File: src/rtl/eq_gain_ctrl.sv
// eq_gain_ctrl: key-driven per-channel EQ gain editor with a
// valid/ready coefficient update stream to the DSP.
module eq_gain_ctrl #(
  parameter int N_BAND   = 6,
  parameter int N_CH     = 2,
  parameter int GAIN_W   = 6,
  parameter int GAIN_MAX = 12,
  parameter int GAIN_MIN = -12,
  localparam int BW = $clog2(N_BAND),
  localparam int CW = (N_CH > 1) ? $clog2(N_CH) : 1
) (
  input  logic                     i_clk,
  input  logic                     i_rst_n,
  input  logic                     i_init_done,
  input  logic                     i_select,
  input  logic                     i_back,
  input  logic                     i_up,
  input  logic                     i_down,
  input  logic                     i_clear,
  input  logic                     i_link,
  input  logic [CW-1:0]            i_ch,
  output logic [2:0]               o_state,
  output logic [BW-1:0]            o_band,
  output logic signed [GAIN_W-1:0] o_gain,
  output logic                     o_upd_valid,
  input  logic                     i_upd_ready,
  output logic [CW-1:0]            o_upd_ch,
  output logic [BW-1:0]            o_upd_band,
  output logic signed [GAIN_W-1:0] o_upd_gain,
  output logic                     o_busy
);
  typedef enum logic [2:0] {INIT = 3'd0, FLUSH = 3'd1, IDLE = 3'd2, BAND_SEL = 3'd3, SET_GAIN = 3'd4} state_t;
  localparam logic signed [GAIN_W-1:0] GMAX = GAIN_W'(GAIN_MAX);
  localparam logic signed [GAIN_W-1:0] GMIN = GAIN_W'(GAIN_MIN);
  localparam logic signed [GAIN_W-1:0] ONE  = GAIN_W'(1);
  localparam logic [CW-1:0] CH_LAST = CW'(N_CH - 1);
  localparam logic [BW-1:0] BAND_LAST = BW'(N_BAND - 1);
  state_t state_q, state_d;
  logic [BW-1:0] band_q, band_d, upd_band_q, upd_band_d;
  logic [CW-1:0] upd_ch_q, upd_ch_d, ch_s;
  logic valid_q, valid_d;
  logic [N_CH-1:0] pend_q, pend_d, chg;
  logic signed [GAIN_W-1:0] gain_q [N_CH][N_BAND];
  logic signed [GAIN_W-1:0] gain_d [N_CH][N_BAND];
  logic signed [GAIN_W-1:0] cur, nxt;
  logic busy, hs, k_sel, k_up, k_dn, k_clr;

  function automatic logic [CW-1:0] first_set(input logic [N_CH-1:0] m);
    first_set = '0;
    for (int c = N_CH - 1; c >= 0; c--) if (m[c]) first_set = CW'(c);
  endfunction

  assign busy  = (state_q == INIT) || (state_q == FLUSH) || valid_q;
  assign hs    = valid_q && i_upd_ready;
  // back is never masked; the others only act when idle and not outranked
  assign k_sel = i_select && !i_back && !busy;
  assign k_up  = i_up && !i_select && !i_back && !busy;
  assign k_dn  = i_down && !i_up && !i_select && !i_back && !busy;
  assign k_clr = i_clear && !i_down && !i_up && !i_select && !i_back && !busy;
  assign ch_s  = (int'(i_ch) >= N_CH) ? CH_LAST : i_ch;
  assign cur   = gain_q[ch_s][band_q];
  assign nxt   = k_up ? ((cur >= GMAX) ? GMAX : cur + ONE) : ((cur <= GMIN) ? GMIN : cur - ONE);

  always_comb begin
    state_d    = state_q;
    band_d     = band_q;
    gain_d     = gain_q;
    valid_d    = valid_q;
    upd_ch_d   = upd_ch_q;
    upd_band_d = upd_band_q;
    pend_d     = pend_q;
    chg        = '0;
    if (hs && state_q != FLUSH) begin
      valid_d  = |pend_q;
      upd_ch_d = first_set(pend_q);
      pend_d   = pend_q & ~(N_CH'(1) << first_set(pend_q));
    end
    case (state_q)
      INIT: if (i_init_done) begin
        state_d    = FLUSH;
        valid_d    = 1'b1;
        upd_ch_d   = '0;
        upd_band_d = '0;
      end
      FLUSH: if (hs) begin
        if (upd_ch_q == CH_LAST && upd_band_q == BAND_LAST) begin
          valid_d = 1'b0;
          state_d = IDLE;
        end else if (upd_band_q == BAND_LAST) begin
          upd_band_d = '0;
          upd_ch_d   = upd_ch_q + CW'(1);
        end else upd_band_d = upd_band_q + BW'(1);
      end
      IDLE: if (k_sel) begin
        state_d = BAND_SEL;
        band_d  = '0;
      end else if (k_clr) begin
        for (int c = 0; c < N_CH; c++) for (int b = 0; b < N_BAND; b++) gain_d[c][b] = '0;
        state_d    = FLUSH;
        valid_d    = 1'b1;
        upd_ch_d   = '0;
        upd_band_d = '0;
      end
      BAND_SEL: if (i_back) state_d = IDLE;
        else if (k_sel) state_d = SET_GAIN;
        else if (k_up) band_d = (band_q == BAND_LAST) ? band_q : band_q + BW'(1);
        else if (k_dn) band_d = (band_q == '0) ? band_q : band_q - BW'(1);
      SET_GAIN: if (i_back) state_d = BAND_SEL;
        else if (k_up || k_dn) begin
          // linked edits copy the target channel's new value to every channel
          for (int c = 0; c < N_CH; c++) if (i_link || CW'(c) == ch_s) begin
            chg[c] = gain_q[c][band_q] != nxt;
            gain_d[c][band_q] = nxt;
          end
          valid_d    = |chg;
          upd_ch_d   = first_set(chg);
          upd_band_d = band_q;
          pend_d     = chg & ~(N_CH'(1) << first_set(chg));
        end
      default: state_d = INIT;
    endcase
  end

  always_ff @(posedge i_clk or negedge i_rst_n) begin
    if (!i_rst_n) begin
      state_q    <= INIT;
      band_q     <= '0;
      valid_q    <= 1'b0;
      upd_ch_q   <= '0;
      upd_band_q <= '0;
      pend_q     <= '0;
      for (int c = 0; c < N_CH; c++) for (int b = 0; b < N_BAND; b++) gain_q[c][b] <= '0;
    end else begin
      state_q    <= state_d;
      band_q     <= band_d;
      valid_q    <= valid_d;
      upd_ch_q   <= upd_ch_d;
      upd_band_q <= upd_band_d;
      pend_q     <= pend_d;
      gain_q     <= gain_d;
    end
  end

  // the table cannot change while an update is pending, so reading it keeps the payload stable
  assign o_state     = state_q;
  assign o_band      = band_q;
  assign o_gain      = cur;
  assign o_upd_valid = valid_q;
  assign o_upd_ch    = upd_ch_q;
  assign o_upd_band  = upd_band_q;
  assign o_upd_gain  = gain_q[upd_ch_q][upd_band_q];
  assign o_busy      = busy;
endmodule

File: config.mk
export PLATFORM = sky130hd
export DESIGN_NAME = eq_gain_ctrl
export DESIGN_NICKNAME = d
export VERILOG_FILES = /design/src/rtl/eq_gain_ctrl.sv
export SDC_FILE = /design/constraint.sdc
export NUM_CORES = 1
export LEC_CHECK = 0
export ABC_AREA = 1
export CAP_MARGIN = 30
export CORE_MARGIN = 5
export CORE_UTILIZATION = 59
export CTS_BUF_LIST = sky130_fd_sc_hd__clkbuf_8
export DETAILED_ROUTE_END_ITERATION = 16
export MAX_ROUTING_LAYER = met4
export PLACE_DENSITY = 0.79
export REMOVE_ABC_BUFFERS = 1
export SYNTH_ARGS = -nofsm -noshare
export SYNTH_HDL_FRONTEND = slang
export SYNTH_SLANG_ARGS = --single-unit
File: constraint.sdc
create_clock -name i_clk -period 4.1 [get_ports i_clk]
set_clock_uncertainty 0.05 [all_clocks]
set_input_delay 0.82 -clock i_clk [delete_from_list [all_inputs] [get_ports i_clk]]
set_output_delay 0.82 -clock i_clk [all_outputs]
set_load 0.01 [all_outputs]
==> impl_metrics.csv, run 1 <==
group,metric,value,unit
status,outcome,"complete, no violations",
synth,mappedNetlistArea,0.00632,mm2
synth,ys_seq_elements,85,
global_route,antenna_found_initial,0,
placed_design,finalWeightedCongestion,1.05,
routing,detailroute.via_count,6895,
critical_path,required,3.23,ns
worst_hold_path,hp-start,"gain_q[10]$_DFFE_PN0P_",
sta,hold_violations,0,
die,dieArea,0.0129,mm2
sta,fin_crit_sh,0.936,
clock_network,clock_path_buffers,2,
critical_path,ff2ff_setup_slack,0.74,ns
synth,yosysTopAreaCell,"dfrtp_1",
routing,route.met2.wl,8640,um
worst_hold_path,hp-class,"reg -> reg",
placed_design,hpwl,15100,um
global_route,grt_overflow_total,0,
clock_network,cts.sinks,85,
critical_path,endpoint_kind,"output port",
critical_path,r2r_end,"o_upd_ch$_DFF_PN0_",
cells_and_area,finalNonFillerCells,1138,
routing,wl_met1,8300,um
die,dieHeight,113,um
clock_network,post-cts-setup-buffers,0,
sta,finalSetupViolCount,0,
die,core_area,0.0104,mm2
sta,relSlewSlack,0.248,
clock_network,cts_tree,"done",
routing,wire_per_inst,18.2,um
global_route,grt_max_degree,67,
synth,synth_top_area_share,0.337,
sta,setup-tns-final,0,ns
routing,wl,20700,um
clock_network,clk_transition_reported_paths,0.08,ns
cells_and_area,multi_input_area,0.00345,mm2
synth,async_flop_share,1.00,
critical_path,path_max_fanout,19,
sta,max_freq,260,MHz
clock_network,hold_buffers,0,
placed_design,placed_cells,1122,
cells_and_area,fin_util,0.670,
routing,dr.pass1.iters,5,
routing,viasPerCell,6.06,
critical_path,worstPathArrival,2.97,ns
die,start_util,0.609,
global_route,grt_pass1_vias,6326,
global_route,grt_first_pass_wirelength,32800,um
die,io_pins,35,
clock_network,post_cts_resized,0,
cells_and_area,regArea,0.00213,mm2
power_and_ir_drop,power.leakage,3.26,nW
synth,ys_top_cells_by_area,"dfrtp_1 (34%), nand2_1 (18%), o21ai_0 (10%)",
synth,synth_flop_cell,"dfrtp_1",
clock_network,cts-buffers-inserted,9,
cells_and_area,synthToLayoutAreaGrowth,9.90,%
routing,antenna_left,0,
cells_and_area,drive_gt1_frac,0.0729,
cells_and_area,fill_cells,983,
routing,drt_iter0_markers,995,
power_and_ir_drop,peakVddDrop,377,uV
synth,synth_edf_count,0,
job,cap_viol_max_count,0,
synth,yosysWarnings,0,
die,rows,37,
routing,route.met3.wl,2380,um
power_and_ir_drop,total_power,4.88,mW
clock_network,cts_root_buf,"clkbuf_8",
worst_hold_path,hold_end,"gain_q[10]$_DFFE_PN0P_",
critical_path,path_class,"reg -> out",
synth,postSynthCellCount,976,
worst_hold_path,holdPathStages,2,
synth,yosys.cell_types.count,45,
clock_network,worstSkewPairLatency,0.39,ns
sta,drv_slew,0,
die,die_w,113,um
sta,worst_slew_pin_slew,1.12,ns
power_and_ir_drop,p_per_area,703,mW/mm2
critical_path,start_kind,"flop",
synth,synth_area_per_cell,6.47,um2
synth,seq_area_frac_synth,0.337,
routing,routed.top_layer,"met4",
global_route,grt.total_usage,0.334,
sta,grt_setup_unrepaired,"no",
routing,drc,0,
critical_path,timing.rr.start,"o_band[1]$_DFFE_PN0P_",
clock_network,htreeDepth,3,
sta,min_period,3.84,ns
placed_design,port_buffers,34,
cells_and_area,layout.nets,1011,
critical_path,reg2reg_depth,21,
sta,whs,0.441,ns
cells_and_area,antenna_cells,0,
-- worst max-delay path, cell delays in order (launching register included) --
cell and delay (ns):
dfrtp_1 0.38, clkinv_1 0.50, buf_4 0.42, a21oi_1 0.16
o21ai_0 0.11, nand2_1 0.08, nand2_1 0.07, nand3_1 0.14
a22o_1 0.17, clkdlybuf4s50_1 0.54
-- metal layers --
layer  vias up  GRT usage
met4         0      0.203
met1      3133      0.435
li1       3231          -
met2       423      0.472
met3       108     0.0753
met5         -          -
-- cells by family after synthesis --
family	after synthesis	share of synthesized area
AND/OR/NAND/NOR	464	0.312
AO/OA/AOI/OAI	242	0.221
buffers and inverters	178	0.118
flip-flops	85	0.337
XOR/XNOR	4	0.00555
adder cells (fa/ha/maj)	3	0.00713
-- cell usage in the layout (no fill, tap or decap), drive strengths merged, types with 2 or more instances in the layout --
master	n
nand2	318
o21ai	134
inv	134
dfrtp	85
nor2	66
nand3	66
a21oi	43
clkdlybuf4s50	33
buf	20
o22ai	16
o211ai	12
clkbuf	11
o221ai	7
a22o	6
nor3	6
clkinv	5
o32ai	4
a221oi	4
nand3b	3
xor2	3
a41oi	3
a32oi	3
nand4	3
o2111ai	3
or2	2
o31ai	2
ha	2
-- final cells by class --
| type | count | share of cell area |
|---|---|---|
| tap | 136 | 0.0245 |
| sequential | 85 | 0.306 |
| timing repair buffer | 53 | 0.0706 |
| multi-input combinational | 713 | 0.496 |
| inverter | 135 | 0.0730 |
| clock inverter | 5 | 0.00739 |
| clock buffer | 11 | 0.0218 |
-- state kept, by name, indices dropped and copies added, names as in the netlist --
register,flops
o_upd_ch,1
o_band,3
o_state,3
o_upd_band,3
pend_q,2
gain_q,72
o_upd_valid,1
-- cells in the mapped netlist, types with 5 or more instances --
library cell and n:
a21oi_1 42, a22o_1 6, buf_2 7, buf_4 8, buf_6 5, clkbuf_1 21, dfrtp_1 85, inv_1 123
inv_2 9, nand2_1 309, nand2_2 8, nand3_1 57, nand3_2 9, nor2_1 58, nor2_2 5, nor3_1 5
o211ai_1 12, o21ai_0 126, o21ai_1 8, o221ai_1 7, o22ai_1 16
-- metrics by stage --
stage	instance area (um2)	setup slack, ns
after floorplan	6080	0.782
after global placement	6710	0.420
after detailed placement	6740	0.392
after CTS	6940	0.387
after global routing	6940	0.246
final	6940	0.260
-- power by group --
group          switching, mW  total [mW]  internal, mW
registers             0.0743       0.959         0.885
logic                   2.26        3.29          1.03
clock network          0.316       0.627         0.311
total                   2.65        4.88          2.23
-- worst max-delay path by stage --
stage	from	endpoint	depth (start not counted)	slack, ns
after floorplan	o_upd_ch$_DFF_PN0_	o_upd_gain[4]	6	0.78
after global placement	i_ch	gain_q[70]$_DFFE_PN0P_	19	0.42
after detailed placement	i_ch	o_upd_valid$_DFF_PN0_	24	0.39
after CTS	o_upd_ch$_DFF_PN0_	o_upd_gain[0]	9	0.39
after global routing	o_upd_ch$_DFF_PN0_	o_upd_gain[0]	9	0.25
final	o_upd_ch$_DFF_PN0_	o_upd_gain[0]	9	0.26
Note: power is estimated with default switching activity, not from simulation.
==> run 2: changes to the inputs <==
GPL_ROUTABILITY_DRIVEN = 0   (was not set)
==> impl_metrics.csv, run 2 (synthesis results as in run 1) <==
group,metric,value,unit
critical_path,cpPeakStageDelay,0.56,ns
routing,wl_met1,8340,um
clock_network,cts-buffers-inserted,9,
power_and_ir_drop,peakVddDrop,394,uV
clock_network,cts_tree,"done",
sta,hold_violations,0,
cells_and_area,regMostFlops,"gain_q",
sta,fin_crit_sh,0.907,
global_route,grt_max_degree,69,
critical_path,worstPathArrival,2.85,ns
cells_and_area,layout.nets,1012,
power_and_ir_drop,intPower,2.17,mW
critical_path,reg2reg_depth,21,
global_route,grt_pass1_vias,6337,
status,outcome,"complete, no violations",
die,core_area,0.0104,mm2
sta,whs,0.440,ns
routing,drc,0,
routing,drt_iter0_markers,1156,
clock_network,cts.sinks,85,
cells_and_area,synthToLayoutAreaGrowth,9.84,%
power_and_ir_drop,switching_power,2.65,mW
cells_and_area,antenna_cells,0,
worst_hold_path,hp-class,"reg -> reg",
routing,viasPerCell,6.10,
clock_network,post_cts_resized,0,
clock_network,worstSkewPairLatency,0.37,ns
routing,antenna_left,0,
critical_path,slowest_stage,"clkdlybuf4s50_1",
critical_path,crit_buf_inv,4,
global_route,grt.total_usage,0.334,
sta,relSlewSlack,0.315,
die,io_pins,35,
placed_design,place_ws,0.348,ns
die,dieArea,0.0129,mm2
routing,wl,20500,um
cells_and_area,most-common-layout-cells,"nand2_1 (309), o21ai_0 (126), inv_1 (123), dfrtp_1 (85), nor2_1 (58)",
sta,worst_slew_pin_slew,1.02,ns
critical_path,startpoint,"i_ch",
critical_path,cp-endpoint,"o_gain[4]",
sta,grt_setup_unrepaired,"no",
die,dieHeight,113,um
cells_and_area,largest_register_ff_count,72,
cells_and_area,final_common_cell,"nand2_1",
placed_design,port_buffers,34,
critical_path,path_max_fanout,40,
routing,detailroute.via_count,6946,
placed_design,dpl_cell_area,0.00676,mm2
sta,finalSetupViolCount,0,
sta,min_period,3.72,ns
sta,max_freq,269,MHz
global_route,antenna_found_initial,0,
cells_and_area,finalNonFillerCells,1139,
power_and_ir_drop,p_clk_frac,0.120,
routing,routed.top_layer,"met4",
power_and_ir_drop,seqPwrFrac,0.201,
critical_path,path_depth,10,
critical_path,path_cells,"clkdlybuf4s50_1 -> buf_12 -> nand2_1 -> nand3_1 -> nand2_1 -> nor2_1 -> nand2_1 -> nand2_4 -> clkinv_1 -> clkdlybuf4s50_1",
clock_network,htreeDepth,3,
power_and_ir_drop,p_per_area,694,mW/mm2
power_and_ir_drop,power.leakage,3.25,nW
critical_path,required,3.23,ns
critical_path,timing.rr.start,"o_band[1]$_DFFE_PN0P_",
clock_network,cts_root_buf,"clkbuf_8",
critical_path,r2r_end,"o_upd_valid$_DFF_PN0_",
critical_path,endpoint_kind,"output port",
global_route,grt_overflow_total,0,
job,cap_viol_max_count,0,
clock_network,post-cts-setup-buffers,0,
placed_design,placed_cells,1123,
critical_path,worst_path_most_repeated_cell,"nand2_1",
routing,route.met2.wl,8780,um
critical_path,critical-path-top-delay-family,"buffers and inverters",
cells_and_area,drive_gt1_frac,0.0758,
clock_network,hold_buffers,0,
clock_network,clk_transition_reported_paths,0.09,ns
die,rows,37,
critical_path,start_kind,"primary input",
cells_and_area,stdcell_area,0.00694,mm2
placed_design,hpwl,15200,um
critical_path,ff2ff_setup_slack,0.78,ns
cells_and_area,fill_cells,985,
critical_path,path_class,"in -> out",
sta,setup_slack,0.383,ns
routing,dr.pass1.iters,7,
sta,drv_slew,0,
power_and_ir_drop,switching_share,0.549,
global_route,grt_first_pass_wirelength,33000,um
routing,wire_per_inst,18.0,um
routing,route.met3.wl,2180,um
clock_network,clock_path_buffers,2,
sta,setup-tns-final,0,ns
power_and_ir_drop,p_comb_frac,0.679,
die,start_util,0.609,
die,die_w,113,um
[run 2: changes by cell type in the layout (fill, tap and decap cells not counted)]
cell        before  now
buf_2            6    3
buf_4           12   16
bufinv_16        1    0
clkbuf_8        11   10
clkinv_4         1    2
clkinvlp_4       0    2
inv_1          125  123
inv_6            0    1
[run 2: final cells by class]
class,count,area [um2],area share
clock buffer,10,138,0.0198
clock inverter,6,46.3,0.00667
inverter,135,507,0.0730
multi-input combinational,713,3450,0.497
sequential,85,2130,0.307
tap,136,170,0.0245
timing repair buffer,54,505,0.0728
[run 2: worst min path at each step]
stage          depth (start not counted)  slack, ns                   start                endpoint
6_report                               2       0.44  gain_q[11]$_DFFE_PN0P_  gain_q[11]$_DFFE_PN0P_
5_1_grt                                2       0.47  gain_q[37]$_DFFE_PN0P_  gain_q[37]$_DFFE_PN0P_
4_1_cts                                2       0.44  gain_q[52]$_DFFE_PN0P_  gain_q[52]$_DFFE_PN0P_
3_5_place_dp                           2       0.42  gain_q[11]$_DFFE_PN0P_  gain_q[11]$_DFFE_PN0P_
3_3_place_gp                           2       0.42  gain_q[20]$_DFFE_PN0P_  gain_q[20]$_DFFE_PN0P_
2_1_floorplan                          2       0.40  gain_q[10]$_DFFE_PN0P_  gain_q[10]$_DFFE_PN0P_
[run 2: per-stage QoR]
stage / util / total power, mW
floorplan: - / 2.98
global placement: 0.649 / 4.09
detailed placement: 0.651 / 4.14
CTS: 0.669 / 4.72
global route: 0.669 / 5.15
finish: 0.669 / 4.82
[run 2: per-layer routing]
layer  global-route usage  vias up
met5                    -        -
met4                0.154        0
met3               0.0546       91
met2                0.495      442
met1                0.450     3174
li1                     -     3239
[run 2: worst min-delay path: cells and delay by family (launching register included)]
family,cells,cell delay [ns]
AOI/OAI and AO/OA,1,0.06
DFF,1,0.35
and+or+nand+nor,1,0.05
[run 2: power by group through the flow]
stage          logic [mW]  clock network (mW)  registers [mW]
2_1_floorplan        1.93                   0            1.04
3_3_place_gp         3.11                   0           0.981
3_5_place_dp         3.16                   0           0.982
4_1_cts              3.18               0.576           0.967
5_1_grt              3.56               0.616           0.979
6_report             3.27               0.578           0.968
